<file path="src/rtl/rng_pkg.sv">
// rng_pkg: shared definitions for the random-number arbiter slice.
//   - LFSR width, default seed and feedback tap mask
//   - arbiter FSM state enum
//   - mask_for(): smallest all-ones mask covering an inclusive upper bound
package rng_pkg;

  localparam int unsigned LfsrWidth = 8;
  localparam logic [LfsrWidth-1:0] DefaultSeed = 8'hDA;
  // Feedback is q[7]^q[5]^q[4]^q[3]: maximal length, never reaches zero from a nonzero seed.
  localparam logic [LfsrWidth-1:0] LfsrTaps = 8'b1011_1000;

  typedef enum logic [1:0] {StIdle, StDraw, StCheck, StResp} state_e;

  // Smear the highest set bit downwards: 0 -> 0x00, 4 -> 0x07, 0x0F -> 0x0F, 0xFF -> 0xFF.
  function automatic logic [LfsrWidth-1:0] mask_for(input logic [LfsrWidth-1:0] max_val);
    logic [LfsrWidth-1:0] m;
    m = max_val;
    m = m | (m >> 1);
    m = m | (m >> 2);
    m = m | (m >> 4);
    return m;
  endfunction

endpackage

</file>
<file path="src/rtl/rng_arbiter_if.sv">
// rng_arbiter_if: request/response bundle between game-logic requesters and rng_arbiter.
//   req      requester -> arbiter  per-requester request level
//   req_max  requester -> arbiter  inclusive upper bound, slice i = [8i+7:8i]
//   ack      arbiter -> requester  one-cycle one-hot result strobe
//   rnd_data arbiter -> requester  result, valid while any ack bit is high
//   rnd_id   arbiter -> requester  index of the acknowledged requester
//   busy     arbiter -> requester  high whenever the arbiter is not idle
interface rng_arbiter_if #(
  parameter int unsigned N_REQ = 4
);
  localparam int unsigned IdW = $clog2(N_REQ);

  logic [N_REQ-1:0]   req;
  logic [8*N_REQ-1:0] req_max;
  logic [N_REQ-1:0]   ack;
  logic [7:0]         rnd_data;
  logic [IdW-1:0]     rnd_id;
  logic               busy;

  modport master (
    output req, req_max,
    input  ack, rnd_data, rnd_id, busy
  );

  modport slave (
    input  req, req_max,
    output ack, rnd_data, rnd_id, busy
  );
endinterface

</file>
<file path="src/rtl/rng_lfsr_core.sv">
// rng_lfsr_core: 8-bit Fibonacci LFSR, the single random source of the arbiter.
//   clk, rst     clock, asynchronous active-high reset (loads Seed)
//   i_en         advance one step
//   i_load       load i_load_val (a zero value falls back to Seed); wins over i_en
//   i_load_val   value to load
//   o_q          current LFSR state
module rng_lfsr_core
  import rng_pkg::*;
#(
  parameter logic [LfsrWidth-1:0] Seed = DefaultSeed
) (
  input  logic                 clk,
  input  logic                 rst,
  input  logic                 i_en,
  input  logic                 i_load,
  input  logic [LfsrWidth-1:0] i_load_val,
  output logic [LfsrWidth-1:0] o_q
);

  logic [LfsrWidth-1:0] r_q;

  always_ff @(posedge clk or posedge rst) begin
    if (rst) begin
      r_q <= Seed;
    end else if (i_load) begin
      // An all-zero state would lock the LFSR, so substitute the default seed.
      r_q <= (i_load_val == '0) ? Seed : i_load_val;
    end else if (i_en) begin
      r_q <= {r_q[LfsrWidth-2:0], ^(r_q & LfsrTaps)};
    end
  end

  assign o_q = r_q;

endmodule

</file>
<file path="src/rtl/rng_arbiter.sv">
// rng_arbiter: round-robin arbiter sharing one LFSR between N_REQ requesters. Each grant
// returns a value in [0, req_max] by masked rejection sampling; after MAX_TRIES rejected
// candidates the last candidate minus (max+1) is returned instead.
//   clk, rst        clock, asynchronous active-high reset
//   bus (slave)     req/req_max in, ack/rnd_data/rnd_id/busy out (see rng_arbiter_if)
//   seed_load, seed only with RNG_RESEED_EN defined: reload the LFSR while idle
// Build option: RNG_RESEED_EN adds the seed_load/seed reseed ports.
module rng_arbiter
  import rng_pkg::*;
#(
  parameter int unsigned          N_REQ     = 4,
  parameter int unsigned          MAX_TRIES = 4,
  parameter logic [LfsrWidth-1:0] SEED      = DefaultSeed
) (
  input  logic                 clk,
  input  logic                 rst,
`ifdef RNG_RESEED_EN
  input  logic                 seed_load,
  input  logic [LfsrWidth-1:0] seed,
`endif
  rng_arbiter_if.slave         bus
);

  localparam int unsigned IdW = $clog2(N_REQ);
  localparam logic [3:0] MaxTries = 4'(MAX_TRIES);

  state_e           r_state;
  logic [IdW-1:0]   r_idx;
  logic [IdW-1:0]   r_ptr;
  logic [7:0]       r_max;
  logic [7:0]       r_mask;
  logic [3:0]       r_tries;
  logic [N_REQ-1:0] r_ack;
  logic [7:0]       r_data;
  logic [IdW-1:0]   r_id;
  logic             r_busy;

  logic [7:0]         w_lfsr_q;
  logic               w_step;
  logic               w_load;
  logic [7:0]         w_load_val;
  logic [2*N_REQ-1:0] w_req2;
  logic               w_grant_vld;
  logic [IdW-1:0]     w_grant_idx;
  logic [7:0]         w_grant_max;
  logic [7:0]         w_cand;
  logic               w_accept;
  logic [7:0]         w_result;

`ifdef RNG_RESEED_EN
  assign w_load     = seed_load && (r_state == StIdle);
  assign w_load_val = seed;
`else
  assign w_load     = 1'b0;
  assign w_load_val = '0;
`endif

  assign w_step = (r_state == StDraw);

  rng_lfsr_core #(
    .Seed (SEED)
  ) u_lfsr (
    .clk        (clk),
    .rst        (rst),
    .i_en       (w_step),
    .i_load     (w_load),
    .i_load_val (w_load_val),
    .o_q        (w_lfsr_q)
  );

  // Doubling the request vector lets the search from r_ptr wrap without modular indexing.
  assign w_req2 = {bus.req, bus.req};

  // Walk offsets from the far end so the lowest offset from r_ptr wins.
  always_comb begin
    w_grant_vld = 1'b0;
    w_grant_idx = '0;
    for (int i = N_REQ - 1; i >= 0; i--) begin
      if (w_req2[int'(r_ptr) + i]) begin
        w_grant_vld = 1'b1;
        w_grant_idx = IdW'((int'(r_ptr) + i) % int'(N_REQ));
      end
    end
  end

  assign w_grant_max = bus.req_max[{w_grant_idx, 3'b000} +: 8];

  assign w_cand   = w_lfsr_q & r_mask;
  assign w_accept = (w_cand <= r_max);
  // Fallback stays in range because the mask never exceeds 2*max+1.
  assign w_result = w_accept ? w_cand : (w_cand - r_max - 8'd1);

  always_ff @(posedge clk or posedge rst) begin
    if (rst) begin
      r_state <= StIdle;
      r_idx   <= '0;
      r_ptr   <= '0;
      r_max   <= '0;
      r_mask  <= '0;
      r_tries <= '0;
      r_ack   <= '0;
      r_data  <= '0;
      r_id    <= '0;
      r_busy  <= 1'b0;
    end else begin
      r_ack <= '0;
      unique case (r_state)
        StIdle: begin
          // A reseed cycle takes precedence over granting.
          if (!w_load && w_grant_vld) begin
            r_idx   <= w_grant_idx;
            r_max   <= w_grant_max;
            r_mask  <= mask_for(w_grant_max);
            r_tries <= '0;
            r_busy  <= 1'b1;
            r_state <= StDraw;
          end
        end
        StDraw: begin
          r_tries <= r_tries + 4'd1;
          r_state <= StCheck;
        end
        StCheck: begin
          if (w_accept || (r_tries == MaxTries)) begin
            r_data  <= w_result;
            r_ack   <= N_REQ'(1) << r_idx;
            r_id    <= r_idx;
            r_state <= StResp;
          end else begin
            r_state <= StDraw;
          end
        end
        StResp: begin
          r_ptr   <= (r_idx == IdW'(N_REQ - 1)) ? '0 : r_idx + IdW'(1);
          r_busy  <= 1'b0;
          r_state <= StIdle;
        end
      endcase
    end
  end

  assign bus.ack      = r_ack;
  assign bus.rnd_data = r_data;
  assign bus.rnd_id   = r_id;
  assign bus.busy     = r_busy;

endmodule

</file>
<file path="src/flat_wrapper.sv">
// flat-port wrapper written by rule: the top's interface ports become plain ports
module rng_arbiter_flat import rng_pkg::*;
#(
  parameter int unsigned          N_REQ     = 4,
  parameter int unsigned          MAX_TRIES = 4,
  parameter logic [LfsrWidth-1:0] SEED      = DefaultSeed
)
  (clk, rst, bus_req, bus_req_max, bus_ack, bus_rnd_data, bus_rnd_id, bus_busy);
  rng_arbiter_if #(.N_REQ(N_REQ)) bus_i ();
  input  logic clk;
  input  logic rst;
  input wire logic [$bits(bus_i.req)-1:0] bus_req;
  input wire logic [$bits(bus_i.req_max)-1:0] bus_req_max;
  output wire logic [$bits(bus_i.ack)-1:0] bus_ack;
  output wire logic [$bits(bus_i.rnd_data)-1:0] bus_rnd_data;
  output wire logic [$bits(bus_i.rnd_id)-1:0] bus_rnd_id;
  output wire logic [$bits(bus_i.busy)-1:0] bus_busy;
  assign bus_i.req = bus_req;
  assign bus_i.req_max = bus_req_max;
  assign bus_ack = bus_i.ack;
  assign bus_rnd_data = bus_i.rnd_data;
  assign bus_rnd_id = bus_i.rnd_id;
  assign bus_busy = bus_i.busy;
  rng_arbiter #(.N_REQ(N_REQ), .MAX_TRIES(MAX_TRIES), .SEED(SEED)) u_core (.clk(clk), .rst(rst), .bus(bus_i));
endmodule
</file>
<file path="config.mk">
export PLATFORM = sky130hd
export DESIGN_NAME = rng_arbiter_flat
export DESIGN_NICKNAME = d
export VERILOG_FILES = /design/src/rtl/rng_pkg.sv /design/src/rtl/rng_arbiter_if.sv /design/src/rtl/rng_lfsr_core.sv /design/src/rtl/rng_arbiter.sv /design/src/flat_wrapper.sv
export SDC_FILE = /design/constraint.sdc
export NUM_CORES = 1
export LEC_CHECK = 0
export CORE_ASPECT_RATIO = 0.75
export CORE_UTILIZATION = 35
export CTS_CLUSTER_SIZE = 24
export DETAILED_ROUTE_END_ITERATION = 12
export GPL_ROUTABILITY_DRIVEN = 0
export PLACE_DENSITY = 0.66
export SETUP_SLACK_MARGIN = 0.2
export SYNTH_ARGS = -nofsm -noshare
export SYNTH_HDL_FRONTEND = slang
export SYNTH_HIERARCHICAL = 1
export SYNTH_SLANG_ARGS = --single-unit
</file>
<file path="constraint.sdc">
create_clock -name clk -period 2.7 [get_ports clk]
set_input_delay 0.54 -clock clk [delete_from_list [all_inputs] [get_ports clk]]
set_output_delay 0.54 -clock clk [all_outputs]
set_load 0.03 [all_outputs]
</file>
-- After elaboration in Yosys (flattened, before gate mapping)
Cells that the tools add are included.
- flip-flop bits (word level): 49
- bits of input ports: 38
- output and inout port bits: 15
- add/subtract/negate cells: 7
- magnitude comparators: 5
- eq/ne operators: 6
- shifts and indexed selects: 2
- muxes and demuxes: 30
- bitwise operators: 4
- reduce and logical (&&, ||, !) cells: 9
- operator list (cell ; number):
    $lt A32 B5 Y1 const B ; 2
    $shiftx A32 B6 Y8 ; 1
    $mux W2 ; 7
    $mux W1 ; 12
    $mux W4 ; 3
    $bmux W1 S3 ; 3
    $and A8 B8 Y8 ; 1
    $le A8 B8 Y1 ; 1
    $mux W8 ; 1
    $or A8 B4 Y8 ; 1
    $or A8 B6 Y8 ; 1
    $or A8 B7 Y8 ; 1
    $pmux W2 S4 ; 1
    $pmux W4 S2 ; 1
    $reduce_and A2 Y1 ; 4
    $reduce_xor A8 Y1 ; 1
    $sub A8 B1 Y8 const B ; 1
    $sub A8 B8 Y8 ; 1
    $add A2 B2 Y3 const B ; 2
    $eq A2 B2 Y1 const B ; 3
    $add A4 B1 Y4 const B ; 1
    $eq A4 B3 Y1 const B ; 1
    $lt A2 B4 Y1 const B ; 1
    $lt A3 B4 Y1 const B ; 1
    other kinds (10) ; 11

-- Depth between registers and ports, before layout
- word-level depth: 12
- mapped depth: 12
- depth with buffers taken out: 12

-- Hierarchy
The synthesis kept the hierarchy.
- modules (own cells, without submodules) (module ; instances ; cells each ; area each (um^2)):
    rng_arbiter ; 1 ; 278 ; 2581.2
    rng_lfsr_core ; 1 ; 47 ; 475.5

-- Worst setup path after synthesis
OpenSTA, ideal clock, no wires.
- path kind: register to register
- start point: register u_core.u_lfsr.r_q[1], in the netlist u_core/u_lfsr/o_q[1]
- end point: register u_core.r_id[1], in the netlist u_core/bus.rnd_id[1]
- setup time: 0.128 ns
- arrival: 2.467 ns
- required time: 2.572 ns
- setup slack: 0.106 ns
- stages on the path, launching flop included: 11
- path buffers: 1
- period minus slack after synthesis: 2.594 ns
- cells stage by stage: dfstp_2 > nand2_1 > inv_1 > ha_1 > nor2b_1 > o21a_1 > o21ai_1 > a31oi_1 > a311oi_1 > clkbuf_1 > mux2_1
- cells in the longest elaborated chain, start to end: 4
- RTL lines (what ; RTL line ; RTL):
    from (decl) ; rng_lfsr_core.sv:20 ; logic [LfsrWidth-1:0] r_q;
    from (signal assigned) ; rng_lfsr_core.sv:27 ; r_q <= (i_load_val == '0) ? Seed : i_load_val;
    from (signal assigned) ; rng_lfsr_core.sv:29 ; r_q <= {r_q[LfsrWidth-2:0], ^(r_q & LfsrTaps)};
    $and A8 B8 Y8 ; rng_arbiter.sv:88 ; assign w_cand = w_lfsr_q & r_mask;
    $le A8 B8 Y1 ; rng_arbiter.sv:89 ; assign w_accept = (w_cand <= r_max);
    $logic_or A1 B1 Y1 ; rng_arbiter.sv:124 ; if (w_accept || (r_tries == MaxTries)) begin
    $reduce_and A2 Y1 (no line) ; -- ;
    to (signal assigned) ; rng_arbiter.sv:127 ; r_id <= r_idx;
    to (decl) ; rng_arbiter.sv:35 ; logic [IdW-1:0] r_id;
Every way passes these cells.
A chain may end at the register's enable or synchronous reset.

-- Worst setup path after layout
- start point: register u_core.r_ptr[0]
- end point: register u_core.r_mask[0]
- cells in the longest elaborated chain, start to end: 12
- elaborated cells between the ends (all ways): 27
- classes of those cells: add/sub: 3; shift: 1; mux: 19; bitwise: 3; reduce/logical: 1
- RTL lines (what ; RTL line ; RTL):
    from (decl) ; rng_arbiter.sv:29 ; logic [IdW-1:0] r_ptr;
    from (signal assigned) ; rng_arbiter.sv:134 ; r_ptr <= (r_idx == IdW'(N_REQ - 1)) ? '0 : r_idx + IdW'(1);
    $add A2 B2 Y3 ; rng_arbiter.sv:81 ; w_grant_idx = IdW'((int'(r_ptr) + i) % int'(N_REQ));
    $bmux W1 S3 ; rng_arbiter.sv:79 ; if (w_req2[int'(r_ptr) + i]) begin
    $mux W1 (not written as such) (2 in series) ; rng_arbiter.sv:79 ;
    $mux W2 (4 in series) ; rng_arbiter.sv:79 ;
    $shiftx A32 B6 Y8 ; rng_arbiter.sv:86 ; assign w_grant_max = bus.req_max[{w_grant_idx, 3'b000} +: 8];
    $or A8 B7 Y8 ; rng_pkg.sv:18 ; m = m | (m >> 1);
    $or A8 B6 Y8 ; rng_pkg.sv:19 ; m = m | (m >> 2);
    $or A8 B4 Y8 ; rng_pkg.sv:20 ; m = m | (m >> 4);
    to (signal assigned) ; rng_arbiter.sv:113 ; r_mask <= mask_for(w_grant_max);
    to (decl) ; rng_arbiter.sv:31 ; logic [7:0] r_mask;
Several ways; a longest one is shown, not always the timed one. The select of a mux whose other input is x is not followed.

==> summary.txt <==
Outcome
  – Status: finished clean

STA
  – Endpoints failing hold: 0
  – Max-Slew Margin vs Limit: 56.5%
  – # setup viols final: 0
  – Tmin final: 2.44 ns
  – Worst slew pin tran: 0.646 ns
  – Clock Skews: 0.00533 ns
  – RSZ-0062 raised after global routing: yes
  – Max Slew Vio Count: 0
  – Fin crit share: approximately nine tenths
  – Max Clk Rate: 0.410 GHz

Placed design
  – DP Area: 0.00389 mm^2
  – Port-buffer cells: 52
  – Placed cells: 512
  – Detailed-placement wirelength estimate: 5240 um

Detailed routing
  – Drt drc: 0
  – Post-DRT Antenna Nets: 0
  – WL/cell: 13.0 um
  – Total Wirelength: 6870 um
  – DR iter-0 viols: between 100 and 150
  – DRT Pass-1 Iters: 4
  – Via count: about 2600
  – Vias/cell: 4.94

Setup path
  – Crit-path max FO: 7
  – R2r startpoint: u_core/r_ptr[0]
  – WP data required: 2.86 ns
  – Worst r2r dst: u_core/r_mask[0]
  – Crit-path cells: buf_6 > mux2_4 > o32a_1 > o31ai_4 > buf_12 > buf_6 > mux2i_1 > mux2_4 > nor4_4 > a31oi_1
  – Worst R2R Path Depth: 10
  – Setup CP Type: flop to flop
  – Critical path's slowest cell: dfrtp_1
  – Crit path launch type: flop
  – Worst reg-to-reg setup slack: 0.26 ns
  – CP peak stage delay: 0.40 ns
  – Critical Path AT: 2.60 ns
  – Worst Setup SP: u_core/r_ptr[0]
  – CP endpoint kind: flop

Hold path
  – Hold depth: 2
  – Hold EP: u_core/r_mask[4]
  – Tightest Hold Check Type: flop to flop
  – Worst min-delay path startpoint: u_core/r_mask[4]

Finish
  – Final instance area: 0.00423 mm^2
  – Layout cell share with drive strength beyond 1: 17.3%
  – Area growth, synth to finish: 38.4%
  – # diodes: 0
  – Nets@finish: 475
  – Non-filler cells, final: 530

Die
  – FP Rows: 29
  – Die Y: 82.9 um
  – Die Wd: 110 um
  – Die ar.: around 0.0091 mm^2
  – CORE AREA: about 0.0085 mm^2
  – # IOs: 53
  – Initial Utilization: 36.2%

Synthesis
  – Post-Synth Adder-Cell Area: 6.79%
  – Seq/Total Area, Yosys: between 30% and 40%
  – Synth top area cells: dfrtp_1, mux2i_1, ha_1
  – Number of synthesized flops with an enable pin: 0
  – Post-synthesis register bit count: 48
  – Syn_area_per_cell: 9.41 um^2
  – Mapped Cells: 325
  – Cell Area, Synth: 0.00306 mm^2
  – Most common cell in the netlist: dfrtp_1
  – Main synth FF type: dfrtp_1
  – Synthesis Warnings: 6
  – Simple-Gate Fraction of Synth Area: 18.0%
  – Post-synthesis compound-gate area fraction: 16.8%
  – XOR/XNOR share of the synthesized area: between 1.5 and 2%
  – Synth unique cells: 47
  – Synth top area share: between 30% and 40%
  – Synth top cells by count: dfrtp_1, nand2_1, nor2_1
  – FFs w/ async S/R, synth: 100%
  – Synth area leader: dfrtp_1
  – Multiplexer area fraction after synthesis: between 10% and 20%
  – Largest family of logic cells by synthesized area: simple AND/OR/NAND/NOR gates

Power
  – Lkg Pwr: roughly 1.9 nW
  – Power Dens Cells: 1260 mW/mm^2
  – Max IR drop VDD: ~0.00044 V

Global route
  – Vias in the first global route: around 2500
  – GR Util All Layers: 15.9%
  – Initial antenna violation count: 0
  – Remaining Overflow, GRT: 0
  – Largest net degree at the start of global routing: 41
  – First-pass GRT wire length: around 12000 um

CTS
  – Clock sink count: 48
  – CTS Buffer Depth: 2
  – Total CTS buffers: 5
  – Clock latency on the worst-skew pair: 0.29 ns
  – Htree depth: 2
  – Clock Tree Root: clkbuf_16
  – Worst-path clk slew: 0.07 ns
  – CTS tree: done

Job
  – Max-cap violations: 0
-- worst max-delay path, delay by kind of cell (launching register included) --
family / cells / cell delay (ns)
flops: 1 / 0.40
simple gates: 1 / 0.29
compound gates: 3 / 0.54
buf+inv: 3 / 0.41
mux: 3 / 0.67
-- final cells by class --
type | count | area (um^2)
fillers | 774 | 4220
multi-input cells | 260 | 1850
flip-flops and latches | 48 | 1210
repair buffers | 84 | 803
clock buffers | 6 | 139
well taps | 108 | 135
inverters | 22 | 82.6
clock inverters | 2 | 15.0
-- cell usage in the layout, fill, tap and decap left out, types with 4 or more instances in the layout --
cell type        netlist  final
dfstp_2                5      5
mux2i_1               20     20
clkbuf_16              0      5
nor2b_1                8      7
a211oi_1               7      7
dlygate4sd2_1          0      4
conb_1                 1     17
mux2_1                 6      6
nor2_1                24     24
o21ai_1               21     18
nand2_1               38     36
o21ai_0                7      7
buf_4                  1     25
a31oi_1                6      4
nand3_1                4      4
a21oi_1               22     22
mux2_4                 2      4
inv_1                 22     21
dfrtp_1               43     43
nor4_1                 6      6
clkdlybuf4s50_1        0     48
ha_1                  15     12
xor2_1                 4      4
and2_1                 9      9
-- power breakdown --
group | leakage (nW) | switching [mW] | internal (mW)
clock | 0.0691 | 0.272 | 0.368
combinational | 1.26 | 1.78 | 1.64
sequential | 0.565 | 0.231 | 1.04
total | 1.90 | 2.28 | 3.06
-- state kept, by name (all words and copies together) (netlist names) --
register and cells:
u_core/bus.busy 1, u_core/r_idx 2, u_core/u_lfsr/o_q 8, u_core/r_state 2
u_core/r_mask 7, u_core/r_ptr 2, u_core/bus.ack 4, u_core/r_tries 4
u_core/bus.rnd_data 8, u_core/r_max 8, u_core/bus.rnd_id 2
-- worst max-delay path by stage --
| stage | to | slack [ns] | cells after the start |
|---|---|---|---|
| 3_3_place_gp | u_core/r_mask[0] | -0.12 | 9 |
| 2_1_floorplan | u_core/bus.rnd_id[1] | 0.21 | 10 |
| 5_1_grt | u_core/bus.rnd_data[6] | 0.15 | 12 |
| 4_1_cts | u_core/bus.rnd_id[0] | 0.20 | 10 |
| 6_report | u_core/r_mask[0] | 0.26 | 10 |
| 3_5_place_dp | u_core/r_mask[0] | -0.23 | 9 |
-- cell families after synthesis --
logic type                 Yosys count
DFF                                 48
muxes                               34
and+or+nand+nor                    106
buffers and inverters               33
xor gates and xnor gates             6
adders and majority gates           16
other                                1
AOI/OAI and AO/OA                   81
-- layer usage --
metal / global-route usage (%) / routed length, um / vias to the layer above
met5: 0 / 0 / -
met4: 2.18 / 37 / 0
met3: 3.69 / 361 / 4
met2: 23.9 / 3020 / 70
met1: 23.8 / 3450 / 1227
li1: - / - / 1319
-- timing repair --
| item | in CTS | in global routing |
|---|---|---|
| cloned | 1 | 0 |
| hold buffers | 0 | 0 |
| gates resized for setup | 12 | 15 |
| endpoints found under the setup margin | 10 | 18 |
| pin swaps | 7 | 5 |
| buffers inserted | 8 | 1 |
-- stage by stage --
step	power, mW	utilization, %	TNS, ns	hold slack, ns	setup slack, ns
after detailed placement	4.27	46.1	-0.801	0.476	-0.234
after floorplan	3.37	-	0	0.352	0.211
final	5.34	50.1	0	0.489	0.260
after global placement	4.19	46.1	-0.310	0.460	-0.119
after CTS	5.21	49.2	0	0.501	0.200
after global routing	5.78	50.1	0	0.526	0.148
Note: power is estimated with default switching activity, not from simulation.
